<file path="config.mk">
export PLATFORM = sky130hd
export DESIGN_NAME = optical_bit_sampler
export DESIGN_NICKNAME = d
export VERILOG_FILES = /design/src/rtl/optical_bit_sampler.sv
export SDC_FILE = /design/constraint.sdc
export NUM_CORES = 1
export LEC_CHECK = 0
export CORE_UTILIZATION = 58
export CTS_CLUSTER_SIZE = 20
export DETAILED_ROUTE_END_ITERATION = 8
export PLACE_DENSITY_LB_ADDON = 0.12
export SLEW_MARGIN = 5
export SYNTH_ARGS = -nofsm -noshare
export SYNTH_HDL_FRONTEND = slang
export SYNTH_SLANG_ARGS = --single-unit
</file>
<file path="constraint.sdc">
create_clock -name clock -period 2.6 [get_ports clock]
set_input_delay 0.39 -clock clock [delete_from_list [all_inputs] [get_ports clock]]
set_output_delay 0.39 -clock clock [all_outputs]
set_load 0.1 [all_outputs]
</file>
<file path="src/rtl/optical_bit_sampler.sv">
// Oversampling receiver for the optical link: finds the start bit on the synchronized
// photodiode line, samples each data bit mid-cell and strobes out good bytes.
module optical_bit_sampler #(
    parameter int unsigned OVERSAMPLE = 4,
    parameter int unsigned DATA_BITS  = 8
) (
    input  logic                 clock,
    input  logic                 reset,
    input  logic                 sample_clk,
    input  logic                 light_in,
    output logic [DATA_BITS-1:0] data_out,
    output logic                 data_valid,
    output logic                 frame_err,
    output logic                 busy
);

    localparam int unsigned TickW = $clog2(OVERSAMPLE);
    localparam int unsigned IdxW  = (DATA_BITS > 1) ? $clog2(DATA_BITS) : 1;

    localparam logic [TickW-1:0] HalfLast = TickW'(OVERSAMPLE / 2 - 1);
    localparam logic [TickW-1:0] CellLast = TickW'(OVERSAMPLE - 1);
    localparam logic [IdxW-1:0]  IdxLast  = IdxW'(DATA_BITS - 1);

    typedef enum logic [2:0] {StIdle, StStart, StData, StStop, StWaitIdle} state_e;

    state_e               state_q, state_d;
    logic                 rx_meta_q, rx_s_q;
    logic                 sc_q;
    logic [TickW-1:0]     tick_cnt_q, tick_cnt_d;
    logic [IdxW-1:0]      bit_idx_q, bit_idx_d;
    logic [DATA_BITS-1:0] shift_q, shift_d;
    logic [DATA_BITS-1:0] data_out_q, data_out_d;
    logic                 data_valid_q, data_valid_d;
    logic                 frame_err_q, frame_err_d;
    logic                 busy_q, busy_d;
    logic                 tick;

    // sample_clk is produced in this clock domain, so an edge detect is enough.
    assign tick = sample_clk & ~sc_q;

    always_comb begin
        state_d      = state_q;
        tick_cnt_d   = tick_cnt_q;
        bit_idx_d    = bit_idx_q;
        shift_d      = shift_q;
        data_out_d   = data_out_q;
        data_valid_d = 1'b0;
        frame_err_d  = 1'b0;
        if (tick) begin
            case (state_q)
                StIdle: begin
                    if (rx_s_q) begin
                        state_d    = StStart;
                        tick_cnt_d = '0;
                    end
                end
                StStart: begin
                    // Re-check the start bit at its midpoint to reject glitches.
                    if (tick_cnt_q == HalfLast) begin
                        tick_cnt_d = '0;
                        bit_idx_d  = '0;
                        state_d    = rx_s_q ? StData : StIdle;
                    end else begin
                        tick_cnt_d = tick_cnt_q + TickW'(1);
                    end
                end
                StData: begin
                    if (tick_cnt_q == CellLast) begin
                        shift_d    = {rx_s_q, shift_q[DATA_BITS-1:1]};
                        tick_cnt_d = '0;
                        if (bit_idx_q == IdxLast) begin
                            state_d = StStop;
                        end else begin
                            bit_idx_d = bit_idx_q + IdxW'(1);
                        end
                    end else begin
                        tick_cnt_d = tick_cnt_q + TickW'(1);
                    end
                end
                StStop: begin
                    if (tick_cnt_q == CellLast) begin
                        tick_cnt_d = '0;
                        if (!rx_s_q) begin
                            data_out_d   = shift_q;
                            data_valid_d = 1'b1;
                            state_d      = StIdle;
                        end else begin
                            frame_err_d = 1'b1;
                            state_d     = StWaitIdle;
                        end
                    end else begin
                        tick_cnt_d = tick_cnt_q + TickW'(1);
                    end
                end
                StWaitIdle: begin
                    if (!rx_s_q) begin
                        state_d = StIdle;
                    end
                end
                default: state_d = StIdle;
            endcase
        end
        busy_d = (state_d != StIdle);
    end

    always_ff @(posedge clock) begin
        if (reset) begin
            state_q      <= StIdle;
            rx_meta_q    <= 1'b0;
            rx_s_q       <= 1'b0;
            sc_q         <= 1'b0;
            tick_cnt_q   <= '0;
            bit_idx_q    <= '0;
            shift_q      <= '0;
            data_out_q   <= '0;
            data_valid_q <= 1'b0;
            frame_err_q  <= 1'b0;
            busy_q       <= 1'b0;
        end else begin
            state_q      <= state_d;
            rx_meta_q    <= light_in;
            rx_s_q       <= rx_meta_q;
            sc_q         <= sample_clk;
            tick_cnt_q   <= tick_cnt_d;
            bit_idx_q    <= bit_idx_d;
            shift_q      <= shift_d;
            data_out_q   <= data_out_d;
            data_valid_q <= data_valid_d;
            frame_err_q  <= frame_err_d;
            busy_q       <= busy_d;
        end
    end

    assign data_out   = data_out_q;
    assign data_valid = data_valid_q;
    assign frame_err  = frame_err_q;
    assign busy       = busy_q;

endmodule

</file>
### Word-level counts from Yosys, hierarchy flattened

Cells that the tools add are included.

| cells by class | value |
|---|---|
| $add $sub $neg | 2 |
| $mul | 0 |
| divide/modulo/power cells | 0 |
| magnitude comparators | 0 |
| equal/unequal tests | 11 |
| shift operators | 0 |
| mux-type cells | 20 |
| bitwise logic cells | 6 |
| reductions and logical operators | 10 |

Operator list:

| kind | count |
|---|---|
| 3-bit two-way mux | 11 |
| 3-bit one-hot mux with 5 select lines | 1 |
| 2-bit two-way mux | 4 |
| 2-bit != test (second input constant) | 4 |
| 3-bit by 2-bit == test with 1-bit output (second input constant) | 2 |
| 3-bit == test (second input constant) | 2 |
| 2-bit one-hot mux with 3 select lines | 1 |
| 3-bit one-hot mux with 2 select lines | 1 |
| 3-bit AND reduction | 2 |
| 3-bit nonzero test | 2 |
| 1-bit inverter | 5 |
| 5-bit AND reduction | 1 |
| 4-bit AND reduction | 1 |
| 4-bit OR reduction | 1 |
| 3-bit by 1-bit adder with 3-bit output (second input constant) | 1 |
| 3-bit by 1-bit == test with 1-bit output (second input constant) | 1 |
| 3-bit logical NOT | 1 |
| 2-bit by 1-bit adder with 2-bit output (second input constant) | 1 |
| 2-bit by 1-bit == test with 1-bit output (second input constant) | 1 |
| 2-bit == test (second input constant) | 1 |
| 1-bit two-way mux | 2 |
| 2-bit nonzero test | 1 |
| 2-bit OR reduction | 1 |
| 1-bit AND | 1 |

| storage, ports and cells | value |
|---|---|
| register bits after elaboration | 30 |
| bits in latches | 0 |
| RAM bits | 0 |
| ROM bits | 0 |
| bits of input ports | 4 |
| output and inout port bits | 11 |
| word-level logic and storage cells | 60 |
| memories kept | 0 |

### Depth between registers and ports, before layout

| logic depth | value |
|---|---|
| depth after elaboration | 6 |
| depth in mapped cells | 6 |
| depth with buffers taken out | 6 |

### Worst setup path before layout

OpenSTA, ideal clock, no wires.

| timing | value |
|---|---|
| kind | register -> register |
| from | register bit_idx_q[0] |
| to | register bit_idx_q[0] |
| setup time | 71 ps |
| data arrival time | 1584 ps |
| data required time | 2529 ps |
| setup slack | 946 ps |
| cell stages (with the launch flop) | 7 |
| clock period less this slack | 1654 ps |
| path through | dfxtp_1 > ha_1 > ha_1 > and4bb_2 > o21ai_1 > or4_1 > a21oi_1 |

| between the ends | value |
|---|---|
| word-level cells in the longest chain between the ends | 4 |
| elaborated cells on any way between the ends | 7 |
| classes of those cells | add/sub (1); eq/ne (2); mux (3); reduce/logical (1) |

RTL lines:

| element | RTL line | source |
|---|---|---|
| start: declaration | 30 | `logic [IdxW-1:0] bit_idx_q, bit_idx_d;` |
| start signal: assignment | 125 | `bit_idx_q <= bit_idx_d;` |
| 3-bit by 1-bit adder with 3-bit output | 74 | `bit_idx_d = bit_idx_q + IdxW'(1);` |
| 3-bit two-way mux | 71 | `if (bit_idx_q == IdxLast) begin` |
| 3-bit two-way mux | 68 | `if (tick_cnt_q == CellLast) begin` |
| 3-bit one-hot mux with 2 select lines | 50 | `case (state_q)` |

Several ways; a longest one is shown, not always the timed one. The select of a mux whose other input is x is not followed.
A chain may end at the register's enable or synchronous reset.

### Final worst setup path

| timing | value |
|---|---|
| from | register state_q[1] |
| to | register shift_q[3] |

| between the ends | value |
|---|---|
| word-level cells in the longest chain between the ends | 2 |

RTL lines:

| element | RTL line | source |
|---|---|---|
| start: declaration | 26 | `state_e state_q, state_d;` |
| start signal: assignment | 108 | `state_q <= StIdle;` |
| start signal: assignment | 120 | `state_q <= state_d;` |
| 3-bit by 2-bit == test with 1-bit output | 50 |  |
| 3-bit AND reduction (no line) | -- |  |
| end signal: assignment | 126 | `shift_q <= shift_d;` |
| end: declaration | 31 | `logic [DATA_BITS-1:0] shift_q, shift_d;` |

Every way passes these cells.

==> run_results.csv <==
group,metric,value,unit
status,status,"finished clean",
global_route,antenna_found_initial,0,
power_and_ir_drop,power_switching,187,µW
global_route,grt_max_degree,20,
die,pin_count,15,
layout,final_cell_mix,"dfxtp_1 (30), nor2_1 (19), mux2i_1 (18)",
layout,area_growth_syn_to_layout,13.3,%
yosys,yosys.area_share.simple,0.224,
sta,period_share,0.759,
layout,final_nets,161,
power_and_ir_drop,p_int,608,µW
hold_path,holdPathEnd,"rx_s_q",
detailed_routing,wl_per_cell,13.4,µm
yosys,seq_area_frac_synth,0.446,
clock_network,cts_resized,0,
die,rows,17,
detailed_routing,dr.pass1.iters,4,
worst_setup_path,path_cells,"nor3b_1 -> and3_1 -> mux2i_1 -> nor2_1",
detailed_routing,wl_met1,1050,µm
clock_network,numCtsBuffers,5,
sta,fin_tns_setup,0,ps
die,coreArea,2190,µm²
worst_setup_path,r2r-start,"state_q[1]",
sta,hold_viol,0,
yosys,synth_seq_cells,30,
sta,fmax,0.507,GHz
worst_setup_path,cp.required,2800,ps
detailed_routing,route.met3.wl,98,µm
die,initial_core_util,0.615,
detailed_routing,wirelength,2420,µm
yosys,ys_types,37,
place,gp_congestion,0.774,
power_and_ir_drop,pwr-share-seq,0.588,
global_route,grt_use_total,0.234,
yosys,synthAdderAreaFrac,0.0465,
sta,skew,6.80,ps
worst_setup_path,rr_endpoint,"shift_q[3]",
yosys,netlist_area,1350,µm²
power_and_ir_drop,vdd_ir_drop_max,452,µV
clock_network,clk_pin_slew_worst_paths,90,ps
global_route,grt_pass1_vias,960,
clock_network,htree_levels,2,
clock_network,cts_buffer_depth,2,
yosys,synthMuxAreaShare,0.151,
yosys,synth_area_per_cell,9.83,µm²
global_route,grt_pass1_wl,4280,µm
worst_setup_path,crit_buf_inv,0,
die,die_area,2520,µm²
detailed_routing,postRouteAntennaNets,0,
clock_network,insertion_delay,330,ps
worst_setup_path,end_kind,"flop",
yosys,synth_compound_area_frac,0.0836,
power_and_ir_drop,power_density,522,nW/µm²
sta,period_minus_slack,1970,ps
worst_setup_path,path_delay_family,"simple AND/OR/NAND/NOR gates",
worst_setup_path,slowest_stage,"dfxtp_1",
yosys,synthCells,137,
clock_network,cts_tree,"yes",
yosys,synth.net_count,146,
sta,maxSlewViolCount,0,
sta,rsz0062_at_grt,"false",
hold_path,hp-class,"reg -> reg",
sta,tightestPinTransition,669,ps
sta,whs,457,ps
worst_setup_path,critical-path-max-stage-delay,650,ps
power_and_ir_drop,pwr-share-comb,0.046,
power_and_ir_drop,leakage,0.000570,µW
detailed_routing,avgViaCountPerCell,5.52,
clock_network,cts_root_buffer,"clkbuf_4",
layout,fillers,177,
layout,diodes,0,
hold_path,min_path_cells,1,
detailed_routing,routed-via-count,1000,
detailed_routing,route.met2.wl,1220,µm
sta,relSlewSlack,0.553,
detailed_routing,drc,0,
yosys,yosysWarnings,0,
clock_network,cts.sinks,30,
place,dp_hpwl,1700,µm
detailed_routing,highest-signal-layer,"met4",
sta,final-setup-viol-count,0,
worst_setup_path,arrival,2170,ps
layout,layout_commonest_cell,"dfxtp_1",
die,die_y,50.2,µm
hold_path,worst_hold_startpoint,"rx_meta_q",
clock_network,cts_setup_buffers,0,
global_route,overflow,0,
worst_setup_path,cp-start-kind,"flop",
worst_setup_path,reg2reg_depth,4,
yosys,synthXorXnorAreaFrac,0,
worst_setup_path,r2r_slack,630,ps
power_and_ir_drop,p_clk_frac,0.365,
die,die_width,50.2,µm
layout,drive_gt1_frac,0.170,
power_and_ir_drop,total_power,796,µW
place,portBuffers,14,
yosys,synth_top_family_by_area,"simple AND/OR/NAND/NOR gates",
worst_setup_path,cp_max_fo,13,
worst_setup_path,worstSetupPathType,"reg -> reg",
detailed_routing,drtIter0Drc,12,
clock_network,hold_buffers,0,
power_and_ir_drop,netSwitchingFraction,0.235,
job,maxCapViolations,0,
## worst max-delay path by stage
stage                      start  cells past startpoint  slack, ps            to
floorplan           bit_idx_q[0]                      6        950  bit_idx_q[0]
global placement      sample_clk                      5        540          busy
detailed placement    sample_clk                      5        510    shift_q[3]
CTS                   state_q[1]                      4        620    shift_q[3]
global route          state_q[1]                      4        410    shift_q[3]
finish                state_q[1]                      4        630    shift_q[3]
## per-layer routing
metal | vias up | global-route usage
met2 | 16 | 0.389
met3 | 5 | 0.0909
met4 | 0 | 0.119
met1 | 469 | 0.255
met5 | - | 0
li1 | 510 | -
## state kept, by name, summed over array words and instances (netlist names)
register    flops
bit_idx_q       3
rx_meta_q       1
data_out        8
tick_cnt_q      2
busy            1
shift_q         8
state_q         3
sc_q            1
frame_err       1
data_valid      1
rx_s_q          1
## cell type report
cell class / count / area, µm² / area share
Tap cell: 28 / 35.0 / 0.0230
Clock buffer: 7 / 55.1 / 0.0361
Timing Repair Buffer: 17 / 135 / 0.0886
Inverter: 4 / 15.0 / 0.00984
Clock inverter: 1 / 5.00 / 0.00328
Sequential cell: 30 / 601 / 0.394
Multi-Input combinational cell: 94 / 679 / 0.445
## stage by stage
stage / util / instance area [µm²] / worst slack, ps / std cells
floorplan: - / 1350 / 946 / 137
global placement: 0.669 / 1470 / 545 / 173
detailed placement: 0.669 / 1470 / 515 / 173
CTS: 0.696 / 1530 / 625 / 181
global route: 0.696 / 1530 / 407 / 181
finish: 0.696 / 1530 / 626 / 181
## kinds of logic after synthesis
group | after synthesis
AOI/OAI and AO/OA | 16
DFF | 30
buffers and inverters | 13
muxes | 19
and+or+nand+nor | 54
adders and majority gates | 5
## cell usage after synthesis, drive strengths merged
library cell  count  share of area
a211o             1         0.0065
a21boi            1         0.0056
a21oi             5          0.019
a22oi             1         0.0056
a2bb2oi           2          0.013
a31oi             1         0.0046
and3              1         0.0046
and3b             1         0.0065
and4bb            1         0.0093
buf               5          0.027
clkbuf            4          0.011
dfxtp            30           0.45
ha                5          0.046
inv               4          0.011
mux2i            18           0.13
mux4              1          0.017
nand2            11          0.031
nand2b            3          0.020
nand3             2         0.0074
nand4             1         0.0046
nand4b            1         0.0065
nor2             19          0.053
nor2b             4          0.019
nor3              2         0.0074
nor3b             2          0.015
nor4              2          0.020
o2111ai           2          0.013
o211a             1         0.0074
o21ai             1         0.0037
o31ai             1         0.0056
or3               2         0.0093
or4               2          0.011
## power by group through the flow
stage	clock, µW	sequential [µW]	combinational, µW
after floorplan	0	479	23.5
after global placement	0	479	35.9
after detailed placement	0	479	36.4
after CTS	302	468	36.7
after global routing	324	469	40.0
final	291	468	36.8
(Power assumes the default switching activity.)
